<file path="config.mk">
export PLATFORM = sky130hd
export DESIGN_NAME = rat_io_hub
export DESIGN_NICKNAME = d
export VERILOG_FILES = /design/src/rtl/rat_io_hub.sv
export SDC_FILE = /design/constraint.sdc
export NUM_CORES = 1
export LEC_CHECK = 0
export BUFFER_PORTS_ARGS = -buffer_cell sky130_fd_sc_hd__buf_2
export CORE_MARGIN = 2
export CORE_UTILIZATION = 45
export DETAILED_ROUTE_END_ITERATION = 7
export PLACE_DENSITY_LB_ADDON = 0.3
export SYNTH_ARGS = -nofsm -noshare
export SYNTH_HDL_FRONTEND = slang
export SYNTH_SLANG_ARGS = --single-unit
</file>
<file path="constraint.sdc">
create_clock -name CLK -period 1.5 [get_ports CLK]
set_input_delay 0.15 -clock CLK [delete_from_list [all_inputs] [get_ports CLK]]
set_output_delay 0.15 -clock CLK [all_outputs]
set_load 0.01 [all_outputs]
</file>
<file path="src/rtl/rat_io_hub.sv">
// rat_io_hub: port-mapped I/O hub for the RAT MCU port bus.
// Provides N_OUT 8-bit output registers with readback, N_IN input ports and an
// interrupt aggregator (sync, rising-edge capture, PENDING/MASK, W1C ack).
// Optional macro RAT_IO_DEBOUNCE_EN inserts a per-source debounce filter
// between the synchroniser and the edge detector.
module rat_io_hub #(
  parameter int         N_OUT     = 4,
  parameter int         N_IN      = 4,
  parameter int         N_IRQ     = 4,
  parameter logic [7:0] OUT_BASE  = 8'h40,
  parameter logic [7:0] IN_BASE   = 8'h20,
  parameter logic [7:0] IRQ_BASE  = 8'hF0,
  parameter int         DB_CYCLES = 16
) (
  input  logic               CLK,
  input  logic               RESET,
  input  logic [7:0]         PORT_ID,
  input  logic [7:0]         OUT_PORT,
  input  logic               IO_STRB,
  output logic [7:0]         IN_PORT,
  input  logic [8*N_IN-1:0]  IN_DATA,
  output logic [8*N_OUT-1:0] OUT_DATA,
  input  logic [N_IRQ-1:0]   IRQ_SRC,
  output logic               INT_R
);

  // Parameter sanity, caught at elaboration
  if (N_OUT < 1 || N_OUT > 8) begin : g_bad_nout
    $error("rat_io_hub: N_OUT must be 1..8");
  end
  if (N_IN < 1 || N_IN > 8) begin : g_bad_nin
    $error("rat_io_hub: N_IN must be 1..8");
  end
  if (N_IRQ < 1 || N_IRQ > 8) begin : g_bad_nirq
    $error("rat_io_hub: N_IRQ must be 1..8");
  end
  if (DB_CYCLES < 1) begin : g_bad_db
    $error("rat_io_hub: DB_CYCLES must be >= 1");
  end

  logic [7:0]       r_out [N_OUT];
  logic [N_OUT-1:0] w_out_hit;
  logic             w_pend_hit;
  logic             w_mask_hit;
  logic [7:0]       w_rd;

  logic [N_IRQ-1:0] r_s1;
  logic [N_IRQ-1:0] r_s2;
  logic [N_IRQ-1:0] r_s3;
  logic [N_IRQ-1:0] r_pend;
  logic [N_IRQ-1:0] r_mask;
  logic             r_int;
  logic [N_IRQ-1:0] w_lvl;
  logic [N_IRQ-1:0] w_rise;
  logic [N_IRQ-1:0] w_clr;

  // Address decode for output registers and the interrupt register pair
  always_comb begin
    w_out_hit = '0;
    for (int k = 0; k < N_OUT; k++) begin
      w_out_hit[k] = (PORT_ID == OUT_BASE + 8'(k));
    end
    w_pend_hit = (PORT_ID == IRQ_BASE);
    w_mask_hit = (PORT_ID == IRQ_BASE + 8'd1);
  end

  // Output registers: strobed write, cleared by reset
  always_ff @(posedge CLK or posedge RESET) begin
    if (RESET) begin
      for (int k = 0; k < N_OUT; k++) begin
        r_out[k] <= 8'h00;
      end
    end else if (IO_STRB) begin
      for (int k = 0; k < N_OUT; k++) begin
        if (w_out_hit[k]) begin
          r_out[k] <= OUT_PORT;
        end
      end
    end
  end

  // Flatten output registers onto the OUT_DATA bus
  always_comb begin
    OUT_DATA = '0;
    for (int k = 0; k < N_OUT; k++) begin
      OUT_DATA[8*k +: 8] = r_out[k];
    end
  end

  // Read mux: later assignments win, giving output > IRQ > input priority
  always_comb begin
    w_rd = 8'h00;
    for (int k = 0; k < N_IN; k++) begin
      if (PORT_ID == IN_BASE + 8'(k)) begin
        w_rd = IN_DATA[8*k +: 8];
      end
    end
    if (w_pend_hit) begin
      w_rd = 8'(r_pend);
    end else if (w_mask_hit) begin
      w_rd = 8'(r_mask);
    end else begin
      w_rd = w_rd;
    end
    for (int k = 0; k < N_OUT; k++) begin
      if (w_out_hit[k]) begin
        w_rd = r_out[k];
      end
    end
  end

  assign IN_PORT = w_rd;

`ifdef RAT_IO_DEBOUNCE_EN
  localparam int DB_W = $clog2(DB_CYCLES + 1);

  logic [DB_W-1:0]  r_db_cnt [N_IRQ];
  logic [N_IRQ-1:0] r_db_lvl;

  // Debounce: follow s2 only after it has disagreed for DB_CYCLES straight cycles
  always_ff @(posedge CLK or posedge RESET) begin
    if (RESET) begin
      r_db_lvl <= '0;
      for (int k = 0; k < N_IRQ; k++) begin
        r_db_cnt[k] <= '0;
      end
    end else begin
      for (int k = 0; k < N_IRQ; k++) begin
        if (r_s2[k] != r_db_lvl[k]) begin
          if (r_db_cnt[k] == DB_W'(DB_CYCLES - 1)) begin
            r_db_lvl[k] <= r_s2[k];
            r_db_cnt[k] <= '0;
          end else begin
            r_db_cnt[k] <= r_db_cnt[k] + DB_W'(1);
          end
        end else begin
          r_db_cnt[k] <= '0;
        end
      end
    end
  end

  assign w_lvl = r_db_lvl;
`else
  assign w_lvl = r_s2;
`endif

  // Edge detect and write-1-to-clear mask; a same-cycle rise overrides the clear
  always_comb begin
    w_rise = w_lvl & ~r_s3;
    w_clr  = (IO_STRB && w_pend_hit) ? OUT_PORT[N_IRQ-1:0] : '0;
  end

  // Interrupt state: synchroniser, PENDING, MASK and the registered request
  always_ff @(posedge CLK or posedge RESET) begin
    if (RESET) begin
      r_s1   <= '0;
      r_s2   <= '0;
      r_s3   <= '0;
      r_pend <= '0;
      r_mask <= '0;
      r_int  <= 1'b0;
    end else begin
      r_s1   <= IRQ_SRC;
      r_s2   <= r_s1;
      r_s3   <= w_lvl;
      r_pend <= (r_pend & ~w_clr) | w_rise;
      if (IO_STRB && w_mask_hit) begin
        r_mask <= OUT_PORT[N_IRQ-1:0];
      end
      r_int  <= |(r_pend & r_mask);
    end
  end

  assign INT_R = r_int;

endmodule

</file>
==> results of run 1 <==
==> worst max-delay path: stages (launching register included) <==
cell	delay (ps)
sky130_fd_sc_hd__dfrtp_1	360
sky130_fd_sc_hd__or3b_2	440
sky130_fd_sc_hd__nand4b_1	100
sky130_fd_sc_hd__a32oi_1	70
sky130_fd_sc_hd__a211oi_2	150
sky130_fd_sc_hd__buf_2	160
==> worst min-delay path by stage <==
stage	to	slack, ps	cells past startpoint
2_1_floorplan	r_s1[0]	180	0
3_3_place_gp	r_s1[2]	160	2
3_5_place_dp	r_s1[2]	170	2
4_1_cts	OUT_DATA[21]	120	2
5_1_grt	OUT_DATA[12]	120	2
6_report	OUT_DATA[7]	120	2
==> per-stage QoR <==
step	instances	setup TNS, ps
floorplan	212	-32.6
global placement	396	-9900
detailed placement	396	-10770
CTS	423	-958
global route	424	-1370
finish	424	-875
==> registers in the layout, summed over array words and instances, names as in the netlist <==
| register | cells |
|---|---|
| OUT_DATA | 32 |
| r_mask | 4 |
| r_pend | 4 |
| r_s1 | 4 |
| r_s2 | 4 |
| r_s3 | 4 |
| INT_R | 1 |
==> cells in the mapped netlist (2+ instances only) <==
cell type,number
sky130_fd_sc_hd__a32oi_1,4
sky130_fd_sc_hd__dfrtp_1,53
sky130_fd_sc_hd__or2_2,2
sky130_fd_sc_hd__o22ai_1,5
sky130_fd_sc_hd__buf_2,6
sky130_fd_sc_hd__or3_1,4
sky130_fd_sc_hd__inv_1,6
sky130_fd_sc_hd__a22oi_1,9
sky130_fd_sc_hd__nor2_1,9
sky130_fd_sc_hd__mux4_2,3
sky130_fd_sc_hd__clkbuf_1,2
sky130_fd_sc_hd__nand2b_1,2
sky130_fd_sc_hd__nand2_1,10
sky130_fd_sc_hd__a22o_1,4
sky130_fd_sc_hd__nand3_1,3
sky130_fd_sc_hd__o21ai_0,12
sky130_fd_sc_hd__mux2_2,47
sky130_fd_sc_hd__a211oi_1,2
sky130_fd_sc_hd__nor3_1,2
sky130_fd_sc_hd__mux2i_1,7
==> timing repair <==
| item | in CTS | in global routing |
|---|---|---|
| endpoints found under the setup margin | 12 | 12 |
| hold buffers | 5 | 0 |
| pin swaps | 16 | 8 |
| endpoints found under the hold margin | 22 | 0 |
| gates cloned | 1 | 0 |
| resized for setup | 34 | 12 |
| buffers inserted | 13 | 1 |
==> layout make-up <==
| class | count | area [sq um] | area share (%) |
|---|---|---|---|
| clock buffer | 7 | 96.3 | 2.47 |
| clock inverter | 1 | 5.00 | 0.128 |
| inverter | 6 | 22.5 | 0.578 |
| multi-input combinational | 144 | 1390 | 35.6 |
| sequential | 53 | 1330 | 34.0 |
| tap | 72 | 90.1 | 2.31 |
| timing repair buffer | 141 | 970 | 24.9 |
==> where the power goes <==
group          internal (W)  total [W]  switching, W  leakage, nW
Sequential          0.00149    0.00154     0.0000425        0.684
Combinational      0.000282   0.000528      0.000246         1.30
Clock              0.000417   0.000860      0.000442       0.0542
==> logic make-up after synthesis <==
family	count (synthesis)	share of synthesized area [%]
multiplexers	57	25.1
flip-flops	53	49.9
AND/OR/NAND/NOR	48	12.2
AO/OA/AOI/OAI	39	10.1
buffers and inverters	15	2.68
==> metal layers <==
layer | up-vias | GRT usage (%)
met1 | 1157 | 31.8
li1 | 1077 | -
met3 | 14 | 4.11
met4 | 0 | 8.14
met5 | - | 0
met2 | 97 | 40.2
==> qor.yml, run 1 <==
synthDominantCellAreaShare_pct: 49.9
layout_commonest_cell: "sky130_fd_sc_hd__buf_2"
maximum_number_of_pins_on_one_net_before_global_route_repair: 36
antenna_diode_count: 0
synth_area_per_cell_sq_um: 12.5
worst_hold_path_type: "in -> reg"
max_clock_freq_mhz: 579
static-leakage-power_nw: 2.04
yosys_most_used_dff: "sky130_fd_sc_hd__dfrtp_1"
n_fill_cell: 427
critPathRequiredTime_ps: 1350
clock_sink_count: 53
routed-wl-met3_um: 550
worst_setup_hold_path_clk_slew_ps: 90
rsz0062_at_grt: "true"
tritoncts: "done"
power.density_mw_per_mm2: 750
report.power.total_w: 0.00292
dr_total_vias: 2345
slew-limit-headroom_pct: 72.1
final_layout_size_suffix_gt1_share_pct: 64.2
num_rows: 27
report.final.slew_viol_count: 0
worstMarginPinSlew_ps: 418
final_area_sq_mm: 0.00390
mostFrequentLayoutCells: "sky130_fd_sc_hd__buf_2, sky130_fd_sc_hd__dfrtp_1, sky130_fd_sc_hd__mux2_2, sky130_fd_sc_hd__buf_4"
post-route-min-period_ps: 1730
critical_path.reg2reg.endpoint: "INT_R"
synth_warnings: 0
cts_root_buf: "sky130_fd_sc_hd__clkbuf_8"
clock_tree.htree_level_count: 2
critPathArrivalTime_ps: 1580
finalClockSkew_ps: 6.29
drc: 0
timing.critical_path.to_type: "primary output"
syn_nets: 267
violations: "negative setup slack"
r2r-start: "r_pend[1]"
synth.top_cells.by_area: "sky130_fd_sc_hd__dfrtp_1, sky130_fd_sc_hd__mux2_2, sky130_fd_sc_hd__mux2i_1, sky130_fd_sc_hd__a22oi_1, sky130_fd_sc_hd__mux4_2"
power.ir.vdd_worst_mv: 0.500
fin_ws_ps: -227
clk_latency_ps: 310
cp-startpoint: "OUT_DATA[1]"
first_global_vias: 2324
regToRegSetupSlack_ps: 480
hold-worst-slack_ps: 118
status: "finished, violations left"
grt_use_total_pct: 24.1
hold_violations: 0
holdCritStartpoint: "OUT_PORT[7]"
max_cap_violations: 0
io_pins: 96
detailedRoute.firstPassIterationCount: 4
crit_fanout: 2
post_dp_hpwl_um: 5230
place.port_buffers: 95
placeableCoreArea_sq_mm: 0.00561
post-place-ws_ps: -327
numCtsBuffers: 5
detailroute.wirelength.met2_um: 3740
maxUsedRoutingLayer: "met4"
postSynthCellCount: 212
netlist.top_cell.by_area: "sky130_fd_sc_hd__dfrtp_1"
setup_viol: 8
post_drt_wl_per_cell_um: 17.8
synth_area_sq_mm: 0.00266
synth_enable_flop_cells: 0
postRouteWirelength_um: 7540
timing.setup.critical_path_class: "reg -> out"
finish.net_count: 406
grt_pass1_wl_um: 11700
longest_clk_path_bufs: 2
postPlaceCellArea_sq_mm: 0.00341
synthToLayoutAreaGrowth_pct: 46.8
finalWeightedCongestion: 0.890
post-route-util_pct: 69.5
wl_met1_um: 3140
die_area_sq_mm: 0.00653
synth_async_sr_flop_share_pct: 100
worst_setup_path_endpoint: "IN_PORT[1]"
initial_utilization_pct: 47.4
overall_die_width_um: 80.8
synth-seq-cells: 53
ys_seq_area_share_pct: 49.9
worstSetupStartpointType: "flop"
grt_overflow: 0
antenna_violating_nets_post_route: 0
worst-r2r-cell-count: 4
drtIter0Drc: 111
post-route-period-util_pct: 115
die_h_um: 80.8
route.detailed.vias_per_inst: 5.53
grt_antenna_before_repair: 0
synth_cell_types: 40
Note: power is estimated with default switching activity, not from simulation.
==> inputs of run 2 (changes only) <==
Settings changed: BUFFER_PORTS_ARGS -buffer_cell sky130_fd_sc_hd__buf_2 to -buffer_cell sky130_fd_sc_hd__buf_4.
Clock period 1.5 ns to 2 ns, I/O delays scaled along.
==> run 2 against run 1 <==
  * The flow now finishes without violations
  * Register-to-register slack improved by 640 ps
  * Critical path depth increased by 1
  * Global-route usage decreased by 3.0 points
  * Sequential power decreased by 25%
  * Sequential share of layout area increased by 1.7 points
  * First-iteration DRC count decreased by 20%
  * Clock skew decreased by 1.3 ps
  * Critical endpoint is now IN_PORT[7]
==> qor.yml, run 2 (synthesis results as in run 1) <==
crit_chain: "buf_4 -> nor4b_1 -> nand2_1 -> or3_1 -> a22oi_1 -> buf_4"  # was or3b_2 -> nand4b_1 -> a32oi_1 -> a211oi_2 -> buf_2
fin_tns_setup_ps: 0  # was -875 ps
antenna_violating_nets_post_route: 0  # unchanged
critPathRequiredTime_ps: 1800  # was 1350 ps
largest_reg_flops: 32  # unchanged
finalWeightedCongestion: 0.795  # was 0.890
grt_use_total_pct: 21.0  # was 24.1%
timing.critical_path.slowest_cell_delay_ps: 460  # was 440 ps
die_area_sq_mm: 0.00653  # unchanged
worst_hold_path_type: "in -> reg"  # unchanged
postRouteWirelength_um: 6630  # was 7540 um
critical_path_s_top_delay_family: "simple AND/OR/NAND/NOR gates"  # unchanged
use_met1_pct: 27.8  # was 31.8%
place.port_buffers: 95  # unchanged
maximum_number_of_pins_on_one_net_before_global_route_repair: 28  # was 36
first_global_vias: 2089  # was 2324
drc: 0  # unchanged
n_fill_cell: 428  # was 427
post_dp_hpwl_um: 4850  # was 5230 um
clk_latency_ps: 300  # was 310 ps
max_clock_freq_mhz: 527
overall_die_width_um: 80.8  # unchanged
cpMaxStageDelayCell: "sky130_fd_sc_hd__nor4b_1"  # was sky130_fd_sc_hd__or3b_2
drtIter0Drc: 89  # was 111
report.final.slew_viol_count: 0  # unchanged
clock_sink_count: 53  # unchanged
static-leakage-power_nw: 1.87  # was 2.04 nW
cts_root_buf: "sky130_fd_sc_hd__clkbuf_8"  # unchanged
post_drt_wl_per_cell_um: 16.8  # was 17.8 um
timing.critical_path.to_type: "primary output"  # unchanged
slew-limit-headroom_pct: 61.3  # was 72.1%
synthToLayoutAreaGrowth_pct: 39.8  # was 46.8%
worstMarginPinSlew_ps: 580  # was 418 ps
mostFrequentLayoutCells: "sky130_fd_sc_hd__buf_4, sky130_fd_sc_hd__dfrtp_1, sky130_fd_sc_hd__mux2_2, sky130_fd_sc_hd__o21ai_0, sky130_fd_sc_hd__nand2_1"  # was sky130_fd_sc_hd__buf_2, sky130_fd_sc_hd__dfrtp_1, sky130_fd_sc_hd__mux2_2, sky130_fd_sc_hd__buf_4
route.detailed.vias_per_inst: 5.47  # was 5.53
numCtsBuffers: 5  # unchanged
initial_utilization_pct: 47.4  # unchanged
worstPathBufferInverterCount: 2  # was 1
finish.net_count: 377  # was 406
critPathArrivalTime_ps: 1700  # was 1580 ps
clock_tree.htree_level_count: 2  # unchanged
final_layout_size_suffix_gt1_share_pct: 54.5  # was 64.2%
post-route-period-util_pct: 94.9
detailedRoute.firstPassIterationCount: 4  # unchanged
grt_pass1_wl_um: 10300  # was 11700 um
io_pins: 96  # unchanged
grt.met3_usage_pct: 4.78  # was 4.11%
max_cap_violations: 0  # unchanged
antenna_diode_count: 0  # unchanged
post-route-min-period_ps: 1900
power.density_mw_per_mm2: 634  # was 750 mW/mm^2
dr_total_vias: 2159  # was 2345
grt_overflow: 0  # unchanged
power.ir.vdd_worst_mv: 0.458  # was 0.500 mV
crit_path_frequent_cell: "sky130_fd_sc_hd__buf_4"
hold_violations: 0  # unchanged
placeableCoreArea_sq_mm: 0.00561  # unchanged
status: "finished clean"  # was finished, violations left
longest_clk_path_bufs: 2  # unchanged
fin_ws_ps: 101  # was -227 ps
crit_fanout: 4  # was 2
die_h_um: 80.8  # unchanged
rsz0062_at_grt: "false"  # was true
worst_setup_hold_path_clk_slew_ps: 90  # about the same
layout_commonest_cell: "sky130_fd_sc_hd__buf_4"  # was sky130_fd_sc_hd__buf_2
num_rows: 27  # unchanged
worstSetupStartpointType: "input pin"  # was flop
grt_antenna_before_repair: 0  # unchanged
setup_viol: 0  # was 8
top_usage_layer: "met2"  # unchanged
post-place-ws_ps: 74.8  # was -327 ps
finalClockSkew_ps: 4.97  # was 6.29 ps
timing.setup.critical_path_class: "in -> out"  # was reg -> out
tritoncts: "done"  # unchanged
grt_use_met2_pct: 34.8  # was 40.2%
[run 2: cell count changes in the layout (fill, tap and decap cells not counted), moves of 5 or more]
cell / before / now
sky130_fd_sc_hd__a22oi_1: 2 / 9
sky130_fd_sc_hd__buf_4: 30 / 105
sky130_fd_sc_hd__buf_2: 90 / 0
sky130_fd_sc_hd__a22oi_2: 7 / 0
sky130_fd_sc_hd__buf_6: 9 / 0
sky130_fd_sc_hd__o21ai_0: 7 / 12
[run 2: repair_timing]
action                                 4_1_cts  5_1_grt
endpoints found under the hold margin       30        0
hold buffers                                 5        0
gates resized for setup                      0        1
setup endpoints to repair                    0        1
buffers inserted                             0        1
[run 2: path summary, 6_finish.rpt]
| path | cells after the start | endpoint | slack [ps] | from |
|---|---|---|---|---|
| max in group asynchronous | 4 | r_mask[1] | 950 | RESET |
| worst min-delay path | 2 | OUT_DATA[31] | 150 | OUT_PORT[7] |
| min in group asynchronous | 3 | r_s1[2] | 510 | RESET |
| worst min register to register | 0 | r_s2[1] | 360 | r_s1[1] |
| worst max register to register | 2 | OUT_DATA[1] | 1120 | OUT_DATA[1] |
| worst max-delay path | 6 | IN_PORT[7] | 100 | PORT_ID[6] |
[run 2: layout make-up]
class | count | area [sq um] | area share [%]
clock inverter | 3 | 65.1 | 1.75
multi-input combinational | 144 | 1260 | 34.0
timing repair buffer | 112 | 878 | 23.7
sequential | 53 | 1330 | 35.7
inverter | 6 | 22.5 | 0.607
tap | 72 | 90.1 | 2.43
clock buffer | 5 | 68.8 | 1.85
[run 2: where the power goes]
| group | internal (W) | total [W] | switching, W |
|---|---|---|---|
| combinational | 0.000209 | 0.000366 | 0.000158 |
| sequential | 0.00112 | 0.00115 | 0.0000320 |
| clock | 0.000497 | 0.000833 | 0.000336 |
| total | 0.00183 | 0.00235 | 0.000526 |
[run 2: per-stage QoR]
step / util [%] / hold slack (ps) / instances / total power (W) / cell area, sq um
2_1_floorplan: - / 231 / 212 / 0.00133 / 2660
3_3_place_gp: 62.7 / 299 / 381 / 0.00153 / 3520
3_5_place_dp: 62.7 / 301 / 381 / 0.00153 / 3520
4_1_cts: 66.0 / 144 / 394 / 0.00237 / 3700
5_1_grt: 66.2 / 146 / 395 / 0.00245 / 3710
6_report: 66.2 / 150 / 395 / 0.00235 / 3710
[run 2: layer usage]
layer  up-vias  part of all wire (%)
met5         -                     0
met3         6                   7.0
met4         0                  0.88
met2        77                    48
met1      1053                    44
li1       1023                     -
